<file path="config.mk">
export PLATFORM = sky130hd
export DESIGN_NAME = pipe_id_ctrl
export DESIGN_NICKNAME = d
export VERILOG_FILES = /design/src/rtl/pipe_id_ctrl_pkg.sv /design/src/rtl/id_hazard_unit.sv /design/src/rtl/pipe_id_ctrl.sv
export SDC_FILE = /design/constraint.sdc
export NUM_CORES = 1
export LEC_CHECK = 0
export CAP_MARGIN = 40
export CORE_MARGIN = 10
export CORE_UTILIZATION = 38
export CTS_CLUSTER_SIZE = 25
export DETAILED_ROUTE_END_ITERATION = 12
export GPL_TIMING_DRIVEN = 0
export PLACE_DENSITY = 0.85
export SETUP_SLACK_MARGIN = 0.15
export SLEW_MARGIN = 0
export SYNTH_ARGS = -nofsm -noshare
export SYNTH_HDL_FRONTEND = slang
export SYNTH_SLANG_ARGS = --single-unit
</file>
<file path="constraint.sdc">
create_clock -name in_clk -period 4 [get_ports in_clk]
set_clock_uncertainty 0.2 [all_clocks]
set_input_delay 0.6 -clock in_clk [delete_from_list [all_inputs] [get_ports in_clk]]
set_output_delay 0.6 -clock in_clk [all_outputs]
set_load 0.05 [all_outputs]
</file>
<file path="src/rtl/pipe_id_ctrl_pkg.sv">
// Shared MIPS decode definitions for the ID stage: opcode/funct constants,
// fetch-mux select encodings and a small decode helper.
package mips_defs;

  localparam logic [5:0] OP_RTYPE = 6'h00;
  localparam logic [5:0] OP_J     = 6'h02;
  localparam logic [5:0] OP_JAL   = 6'h03;
  localparam logic [5:0] OP_BEQ   = 6'h04;
  localparam logic [5:0] OP_BNE   = 6'h05;
  localparam logic [5:0] OP_SW    = 6'h2B;
  localparam logic [5:0] FN_JR    = 6'h08;

  typedef enum logic [1:0] {
    PC_SEL_NPC = 2'd0,
    PC_SEL_BR  = 2'd1,
    PC_SEL_J   = 2'd2
  } pc_sel_e;

  typedef struct packed {
    logic beq;
    logic bne;
    logic jmp;
    logic jr;
    logic uses_rt;
  } id_dec_t;

  function automatic id_dec_t decode(input logic [5:0] op, input logic [5:0] funct);
    id_dec_t d;
    d.beq     = (op == OP_BEQ);
    d.bne     = (op == OP_BNE);
    d.jr      = (op == OP_RTYPE) && (funct == FN_JR);
    d.jmp     = (op == OP_J) || (op == OP_JAL) || d.jr;
    d.uses_rt = (op == OP_RTYPE) || (op == OP_SW) || d.beq || d.bne;
    return d;
  endfunction

endpackage

</file>
<file path="src/rtl/id_hazard_unit.sv">
// Combinational hazard detection for the ID stage: load-use against EX and
// branch/jr operand hazards against EX writers and MEM loads.
module id_hazard_unit (
  input  logic       id_valid,
  input  logic       uses_rt,
  input  logic       cmp_rs,
  input  logic       cmp_rt,
  input  logic [4:0] rs_addr,
  input  logic [4:0] rt_addr,
  input  logic       ex_wreg,
  input  logic [4:0] ex_rd,
  input  logic       ex_mem_read,
  input  logic [4:0] mem_rd,
  input  logic       mem_mem_read,
  output logic       stall
);

  logic rs_ex, rt_ex, rs_mem, rt_mem;
  logic load_use, operand_hz;

  // Register 0 is hardwired, so it never creates a dependency.
  assign rs_ex  = (rs_addr != 5'd0) && (ex_rd == rs_addr);
  assign rt_ex  = (rt_addr != 5'd0) && (ex_rd == rt_addr);
  assign rs_mem = (rs_addr != 5'd0) && (mem_rd == rs_addr);
  assign rt_mem = (rt_addr != 5'd0) && (mem_rd == rt_addr);

  assign load_use   = ex_mem_read && (rs_ex || (uses_rt && rt_ex));
  assign operand_hz = (cmp_rs && ((ex_wreg && rs_ex) || (mem_mem_read && rs_mem)))
                   || (cmp_rt && ((ex_wreg && rt_ex) || (mem_mem_read && rt_mem)));

  assign stall = id_valid && (load_use || operand_hz);

endmodule

</file>
<file path="src/rtl/pipe_id_ctrl.sv">
// ID stage control: IF/ID register, branch/jump resolution, fetch redirect,
// wrong-path squash and a saturating bubble counter.
module pipe_id_ctrl
  import mips_defs::*;
#(
  parameter int unsigned CNT_W    = 16,
  parameter logic [31:0] RESET_PC = 32'h0
) (
  input  logic             in_clk,
  input  logic             in_rst,
  input  logic [31:0]      in_pc,
  input  logic [31:0]      in_npc,
  input  logic [31:0]      in_instruction,
  output logic             out_stall,
  output logic [1:0]       out_pc_sel,
  output logic [31:0]      out_pc_baddr,
  output logic [31:0]      out_pc_jaddr,
  output logic [4:0]       out_rs_addr,
  output logic [4:0]       out_rt_addr,
  input  logic [31:0]      in_rs_data,
  input  logic [31:0]      in_rt_data,
  input  logic             in_ex_wreg,
  input  logic [4:0]       in_ex_rd,
  input  logic             in_ex_mem_read,
  input  logic             in_mem_wreg,
  input  logic [4:0]       in_mem_rd,
  input  logic             in_mem_mem_read,
  input  logic [31:0]      in_mem_result,
  output logic [31:0]      out_id_pc,
  output logic [31:0]      out_id_npc,
  output logic [31:0]      out_id_instr,
  output logic             out_id_valid,
  output logic [CNT_W-1:0] out_bubble_cnt
);

  logic [31:0]      id_pc_q, id_pc_d;
  logic [31:0]      id_npc_q, id_npc_d;
  logic [31:0]      id_instr_q, id_instr_d;
  logic             id_valid_q, id_valid_d;
  logic [CNT_W-1:0] bubble_cnt_q, bubble_cnt_d;

  id_dec_t     dec;
  logic [4:0]  rs, rt;
  logic [31:0] rs_fwd, rt_fwd, br_off;
  logic        stall, redirect;
  pc_sel_e     pc_sel;

  assign rs  = id_instr_q[25:21];
  assign rt  = id_instr_q[20:16];
  assign dec = decode(id_instr_q[31:26], id_instr_q[5:0]);

  // A MEM load result is not ready yet; only ALU results are forwarded.
  always_comb begin
    rs_fwd = in_rs_data;
    rt_fwd = in_rt_data;
    if (in_mem_wreg && !in_mem_mem_read && (rs != 5'd0) && (in_mem_rd == rs))
      rs_fwd = in_mem_result;
    if (in_mem_wreg && !in_mem_mem_read && (rt != 5'd0) && (in_mem_rd == rt))
      rt_fwd = in_mem_result;
  end

  id_hazard_unit u_hazard (
    .id_valid     (id_valid_q),
    .uses_rt      (dec.uses_rt),
    .cmp_rs       (dec.beq | dec.bne | dec.jr),
    .cmp_rt       (dec.beq | dec.bne),
    .rs_addr      (rs),
    .rt_addr      (rt),
    .ex_wreg      (in_ex_wreg),
    .ex_rd        (in_ex_rd),
    .ex_mem_read  (in_ex_mem_read),
    .mem_rd       (in_mem_rd),
    .mem_mem_read (in_mem_mem_read),
    .stall        (stall)
  );

  // A stalled branch must not redirect; it resolves once operands are safe.
  always_comb begin
    pc_sel = PC_SEL_NPC;
    if (id_valid_q && !stall) begin
      if ((dec.beq && (rs_fwd == rt_fwd)) || (dec.bne && (rs_fwd != rt_fwd)))
        pc_sel = PC_SEL_BR;
      else if (dec.jmp)
        pc_sel = PC_SEL_J;
    end
  end

  assign redirect = (pc_sel != PC_SEL_NPC);
  assign br_off   = {{14{id_instr_q[15]}}, id_instr_q[15:0], 2'b00};

  assign out_stall      = stall;
  assign out_pc_sel     = pc_sel;
  assign out_pc_baddr   = id_npc_q + br_off;
  assign out_pc_jaddr   = dec.jr ? rs_fwd : {id_npc_q[31:28], id_instr_q[25:0], 2'b00};
  assign out_rs_addr    = rs;
  assign out_rt_addr    = rt;
  assign out_id_pc      = id_pc_q;
  assign out_id_npc     = id_npc_q;
  assign out_id_instr   = id_instr_q;
  assign out_id_valid   = id_valid_q;
  assign out_bubble_cnt = bubble_cnt_q;

  always_comb begin
    id_pc_d      = id_pc_q;
    id_npc_d     = id_npc_q;
    id_instr_d   = id_instr_q;
    id_valid_d   = id_valid_q;
    bubble_cnt_d = bubble_cnt_q;
    if (!stall) begin
      if (redirect) begin
        id_instr_d = 32'h0;
        id_valid_d = 1'b0;
      end else begin
        id_pc_d    = in_pc;
        id_npc_d   = in_npc;
        id_instr_d = in_instruction;
        id_valid_d = 1'b1;
      end
    end
    if ((stall || redirect) && (bubble_cnt_q != {CNT_W{1'b1}}))
      bubble_cnt_d = bubble_cnt_q + CNT_W'(1);
  end

  always_ff @(posedge in_clk) begin
    if (!in_rst) begin
      id_pc_q      <= RESET_PC;
      id_npc_q     <= RESET_PC + 32'd4;
      id_instr_q   <= 32'h0;
      id_valid_q   <= 1'b0;
      bubble_cnt_q <= '0;
    end else begin
      id_pc_q      <= id_pc_d;
      id_npc_q     <= id_npc_d;
      id_instr_q   <= id_instr_d;
      id_valid_q   <= id_valid_d;
      bubble_cnt_q <= bubble_cnt_d;
    end
  end

endmodule

</file>
Yosys cells after proc, flatten, opt, wreduce, memory -nomap -nowiden
Index checks and enable logic that the tools add are counted.
{ "classes": {"eq_ne": 13, "order_cmp": 0, "muxes": 8, "shift": 0, "n_div": 0, "multipliers": 0, "addsub": 2, "reduce_logical": 42, "n_bitwise": 4} }
{ "op_table": {"columns": ["cell", "count"], "rows": [
  ["two-way mux 32 bit", 4],
  ["adder 32 bit", 1],
  ["== test 32 bit", 1],
  ["inequality test 32 bit", 1],
  ["logical AND 1 bit", 23],
  ["== test 5 bit", 4],
  ["adder 16 x 1 -> 16 bit, second input constant", 1],
  ["inequality test 16 bit, second input constant", 1],
  ["== test 6 x 2 -> 1 bit, second input constant", 2],
  ["== test 6 x 3 -> 1 bit, second input constant", 2],
  ["logical OR 1 bit", 12],
  ["nonzero test 5 bit", 2],
  ["== test 6 x 4 -> 1 bit, second input constant", 1],
  ["== test 6 bit, second input constant", 1],
  ["zero test 6 bit", 1],
  ["two-way mux 2 bit", 3],
  ["zero test 1 bit", 2],
  ["inverter 1 bit", 2],
  ["bitwise OR 1 bit", 2],
  ["AND reduction 2 bit", 1],
  ["nonzero test 2 bit", 1],
  ["two-way mux 1 bit", 1]
]} }
{ "totals": {"out_inout_bits": 190, "in_bits": 208, "regBits": 113, "romBits": 0, "latch_bits": 0, "ramBits": 0, "memories": 0, "word_cells": 74} }

Longest topological paths before layout
{ "logic_depth": {"depth_word": 15, "mapped_depth": 18} }

Hierarchy
From an unflattened synthesis, not the netlist that was laid out.
{ "hier_totals": {"hier_cells": 950, "area_unflattened_um2": 7433.4} }
{ "modules_own_cells": {"columns": ["mod", "seq_area_each_um2", "cells_each", "instances", "area_each_um2"], "rows": [
  ["pipe_id_ctrl", 2262.2, 913, 1, 7144.4],
  ["id_hazard_unit", 0.0, 37, 1, 289.0]
]} }

Least setup slack after synthesis
No wires, ideal clock.
{ "synth_path": {"path_type": "register -> register", "from": "reg id_instr_q[21] (netlist: out_id_instr[21])", "to": "reg bubble_cnt_q[4] (netlist: out_bubble_cnt[4])", "required_time_ps": 3680, "arrival_ps": 4797, "path_buffers": 1, "path_slack_ps": -1116, "path_stages_with_launch": 14, "cell_sequence": "dfxtp_1 xnor2_1 nand4_1 or3_1 clkbuf_1 or3_1 a32o_1 a2111oi_2 nand4_1 nor4_2 mux2i_1 nor2_4 or4b_1 mux2i_1"} }
{ "synth_between": {"elab_chain_cells": 14} }
{ "synth_lines": {"columns": ["item", "line_no", "rtl"], "rows": [
  ["from (decl)", "pipe_id_ctrl.sv:38", "logic [31:0] id_instr_q, id_instr_d;"],
  ["from (signal assigned)", "pipe_id_ctrl.sv:134", "id_instr_q <= id_instr_d;"],
  ["parallel branches: the longest is 10 deep, another holds two-way mux 32 bit", null, null],
  ["two-way mux 2 bit *", "pipe_id_ctrl.sv:80", "if (id_valid_q && !stall) begin"],
  ["net out_pc_sel[0]", "pipe_id_ctrl.sv:15", "output logic [1:0] out_pc_sel,"],
  ["nonzero test 2 bit *", "pipe_id_ctrl.sv:88", "assign redirect = (pc_sel != PC_SEL_NPC);"],
  ["logical OR 1 bit *", "pipe_id_ctrl.sv:120", "if ((stall || redirect) && (bubble_cnt_q != {CNT_W{1'b1}}))"],
  ["logical AND 1 bit *", "pipe_id_ctrl.sv:120", null],
  ["to (signal assigned)", "pipe_id_ctrl.sv:136", "bubble_cnt_q <= bubble_cnt_d;"],
  ["to (decl)", "pipe_id_ctrl.sv:40", "logic [CNT_W-1:0] bubble_cnt_q, bubble_cnt_d;"]
]} }
Mark *: on every way through the listed nets, which the timed path passes.
A chain may end at the register's enable or synchronous reset.

Worst setup path after layout
{ "layout_path": {"from": "in in_mem_wreg", "to": "out out_pc_sel[0]"} }
{ "layout_between": {"elab_chain_cells": 9} }
{ "layout_lines": {"columns": ["item", "line_no", "rtl"], "rows": [
  ["from (decl)", "pipe_id_ctrl.sv:25", "input logic in_mem_wreg,"],
  ["logical AND 1 bit *", "pipe_id_ctrl.sv:56, pipe_id_ctrl.sv:58", null],
  ["logical AND 1 bit (on tied branches) (2 in series)", "pipe_id_ctrl.sv:56, pipe_id_ctrl.sv:58", null],
  ["two-way mux 32 bit (on tied branches)", "pipe_id_ctrl.sv:56, pipe_id_ctrl.sv:58", null],
  ["== test 32 bit or inequality test 32 bit (tied branches)", "pipe_id_ctrl.sv:81", "if ((dec.beq && (rs_fwd == rt_fwd)) || (dec.bne && (rs_fwd != rt_fwd)))"],
  ["logical AND 1 bit", "pipe_id_ctrl.sv:81", null],
  ["logical OR 1 bit *", "pipe_id_ctrl.sv:81", null],
  ["two-way mux 2 bit *", "pipe_id_ctrl.sv:81", null],
  ["two-way mux 2 bit *", "pipe_id_ctrl.sv:80", null],
  ["to (decl)", "pipe_id_ctrl.sv:15", null]
]} }
Every way passes the cells marked *; elsewhere a longest branch is shown, timed or not.

==> metrics <==
status finished, violations left; failing checks negative setup slack; Final Instance Area approximately 15000 um2; Synth top area share 26.6%; first-pass GRT wire length around 64000 um; row count 54; CP Launch Type primary input; Syn Inst Count 1155; post-synth top area cell dfxtp_1; most numerous cell in the Yosys netlist nand2_1; Max IR drop VDD between 300 and 400 uV; PortBufs 397; H-tree levels 4; Routed WL 45800 um; Worst-path clk slew ~0.060 ns; Int Pwr 2.94 mW; Logic pwr share 40.2%; area of the die 28800 um2; io pins ~400; CTS tree yes; GP Congestion 0.982; CP peak stage delay 0.44 ns; drt first-iter violations 1004; Pins Over Slew Limit 0; Die Y 170 um; vias in the first global route 11026; worst hold path type flip-flop to flip-flop; CTS sink cnt 113; Initial Util between 30% and 40%; leading register cell type out of synthesis dfxtp_1; Vias/cell a little under 6; clk_lat worst skew 0.42 ns; leakage power 6.30 nW; fin crit share 115%; post-route ant nets 0; final setup violating endpoints 120; Critical Path End Type output pin; PD cells 312 nW/um2; YS warnings 0; Syn Nets around 1400; clk root buf clkbuf_16; placed wire-length estimate 34000 um; fillcell total 1619; setup_tns -42.19 ns; Synth-to-Final Area Change 79.5%; R2R Path Start out_id_instr[17]; Post-synth ARST share 0%; required time worst endpoint 3.20 ns; Seq/Total Area, Yosys between 20% and 30%; Fin. Hold Viols 0; reported net switching power 1.82 mW; DP Area 13200 um2; Reg power frac 27.0%; top cells by area, synth dfxtp_1, nand2_1, a21oi_1; number of nets in the finished design 1875; Avg Synthesized Cell Area 7.37 um2; Synth cell types 69; Post-synth top cells nand2_1, a21oi_1, dfxtp_1; Crit Path Class primary input to output pin; Min Clock Period, post-route between 4 and 5 ns; Slew @ Worst Pin 0.844 ns; final setup margin -0.603 ns; CP max-delay cell nor4_4; Crit Path Max Fanout 10; initial antenna violation count 5; Residual DRC 0; Rel. slew slack 43.7%; largest net degree at the start of global routing 19; Buf/Inv on CP 5; Core Area 22000 um2; Overall Global Routing Usage 28.7%; setup repair after global routing missed its margin true; Crit path max-delay family simple AND/OR/NAND/NOR gates; Max clock buf depth 2; FMAX 0.217 GHz; switching part of the total between 30% and 40%; crit path launch in_mem_wreg; hold_sp out_id_pc[22]; DR WL/cell 23.7 um; DR pass1 iterations 7; die width 170 um; Post-synth EDFFs 0; Num CTS Buffers 17; Mapped Area 8510 um2; layout cell share with drive strength beyond 1 24.6%; vias after detailed routing 11348; total of max-cap violations 0; Synth Register Bits roughly 110; critical-path cell list dlygate4sd2_1 -> nand2b_4 -> a21o_1 -> or3_4 -> clkbuf_8 -> buf_12 -> clkbuf_8 -> a21oi_1 -> a21oi_1 -> nor4_2 -> nand4_1 -> nor4_4 -> mux2i_4 -> buf_6; clock share of power 32.8%; Critical Path AT about 3.8 ns; GRT overflow 0
## registers in the layout, indices dropped and copies added (netlist names)
name and flops:
out_id_npc 32, out_id_instr 32, out_id_pc 32, out_bubble_cnt 16
out_id_valid 1
## final cells by class
type	instances	area, um2	share of cell area [%]
sequential	113	2330	15.2
multi-input combinational	912	6610	43.3
clock buffer	19	433	2.83
buffer	87	751	4.91
timing repair buffer	461	4470	29.3
tap	280	350	2.29
antenna	4	10.0	0.0655
inverter	44	165	1.08
clock inverter	13	161	1.06
## cells by family after synthesis
kind of cell | Yosys count | share of synthesized area (%)
flops | 113 | 26.6
simple gates | 433 | 24.2
mux | 36 | 4.26
compound gates | 338 | 25.8
xor+xnor | 73 | 7.51
fa+ha+maj | 31 | 4.65
buf+inv | 131 | 6.97
## metal layers
layer  part of all wire [%]  track usage (%)  up-vias
met2                     48             49.9      748
met3                     11             8.79      158
met5                  0.028                0        -
met4                    4.8             12.1        2
li1                       -                -     5098
met1                     36             31.8     5342
## worst register-to-register path, delay by kind of cell, from the launching register on
family	cells	cell delay [ns]
buf+inv	8	1.18
simple gates	7	1.61
compound gates	2	0.36
mux	2	0.50
xor+xnor	1	0.17
flops	1	0.37
## path summary, 6_finish.rpt
path	to	slack, ns	depth (start not counted)
max	out_pc_sel[0]	-0.60	14
min	out_id_pc[22]	0.25	2
max reg2reg	out_bubble_cnt[2]	-0.50	20
min reg2reg	out_id_pc[22]	0.25	2
## metrics by stage
stage	worst slack, ns	utilization, %	std cells	hold slack, ns	power, mW
global placement	-2.30	60.0	1832	0.241	3.03
detailed placement	-2.28	60.1	1834	0.248	3.05
global route	-0.759	69.5	1931	0.273	4.90
floorplan	-0.261	-	1155	0.352	2.31
finish	-0.603	69.6	1933	0.254	4.76
CTS	-0.531	65.0	1890	0.255	4.62
## timing repair
action | in CTS | in global routing
setup endpoints to repair | 172 | 172
gates cloned | 2 | 2
setup buffers | 22 | 36
gates resized for setup | 323 | 226
hold buffers | 0 | 0
pin swaps | 29 | 55
## power by group through the flow
stage          logic, mW  registers, mW  clock network, mW
2_1_floorplan      0.801           1.51                  0
3_3_place_gp        1.72           1.31                  0
3_5_place_dp        1.74           1.31                  0
4_1_cts             1.77           1.29               1.57
5_1_grt             2.00           1.29               1.61
6_report            1.92           1.28               1.56
## cells in the final DEF (no fill, tap or decap), drive strengths merged, types with 5 or more instances in the layout
cell type | netlist | routed
a221oi | 7 | 7
clkbuf | 45 | 59
nand4 | 8 | 8
dlymetal6s2s | 0 | 7
nor3 | 29 | 29
buf | 42 | 147
xor2 | 34 | 34
o21a | 6 | 6
xnor2 | 39 | 39
inv | 44 | 46
ha | 30 | 30
nand3 | 41 | 41
a21o | 8 | 8
clkdlybuf4s15 | 0 | 20
o21ai | 64 | 64
o311ai | 17 | 17
a22o | 20 | 20
a21boi | 7 | 7
and3 | 8 | 8
clkdlybuf4s50 | 0 | 333
nor4 | 14 | 14
mux2i | 34 | 34
or3 | 6 | 6
nor2 | 58 | 59
a21oi | 124 | 124
nand2b | 16 | 16
dfxtp | 113 | 113
and3b | 12 | 12
and2 | 24 | 24
nand2 | 196 | 196
a2111oi | 6 | 6
a22oi | 18 | 18
a211oi | 5 | 5
o31ai | 9 | 9
o21bai | 9 | 9
a311o | 12 | 12
Note: power is estimated with default switching activity, not from simulation.
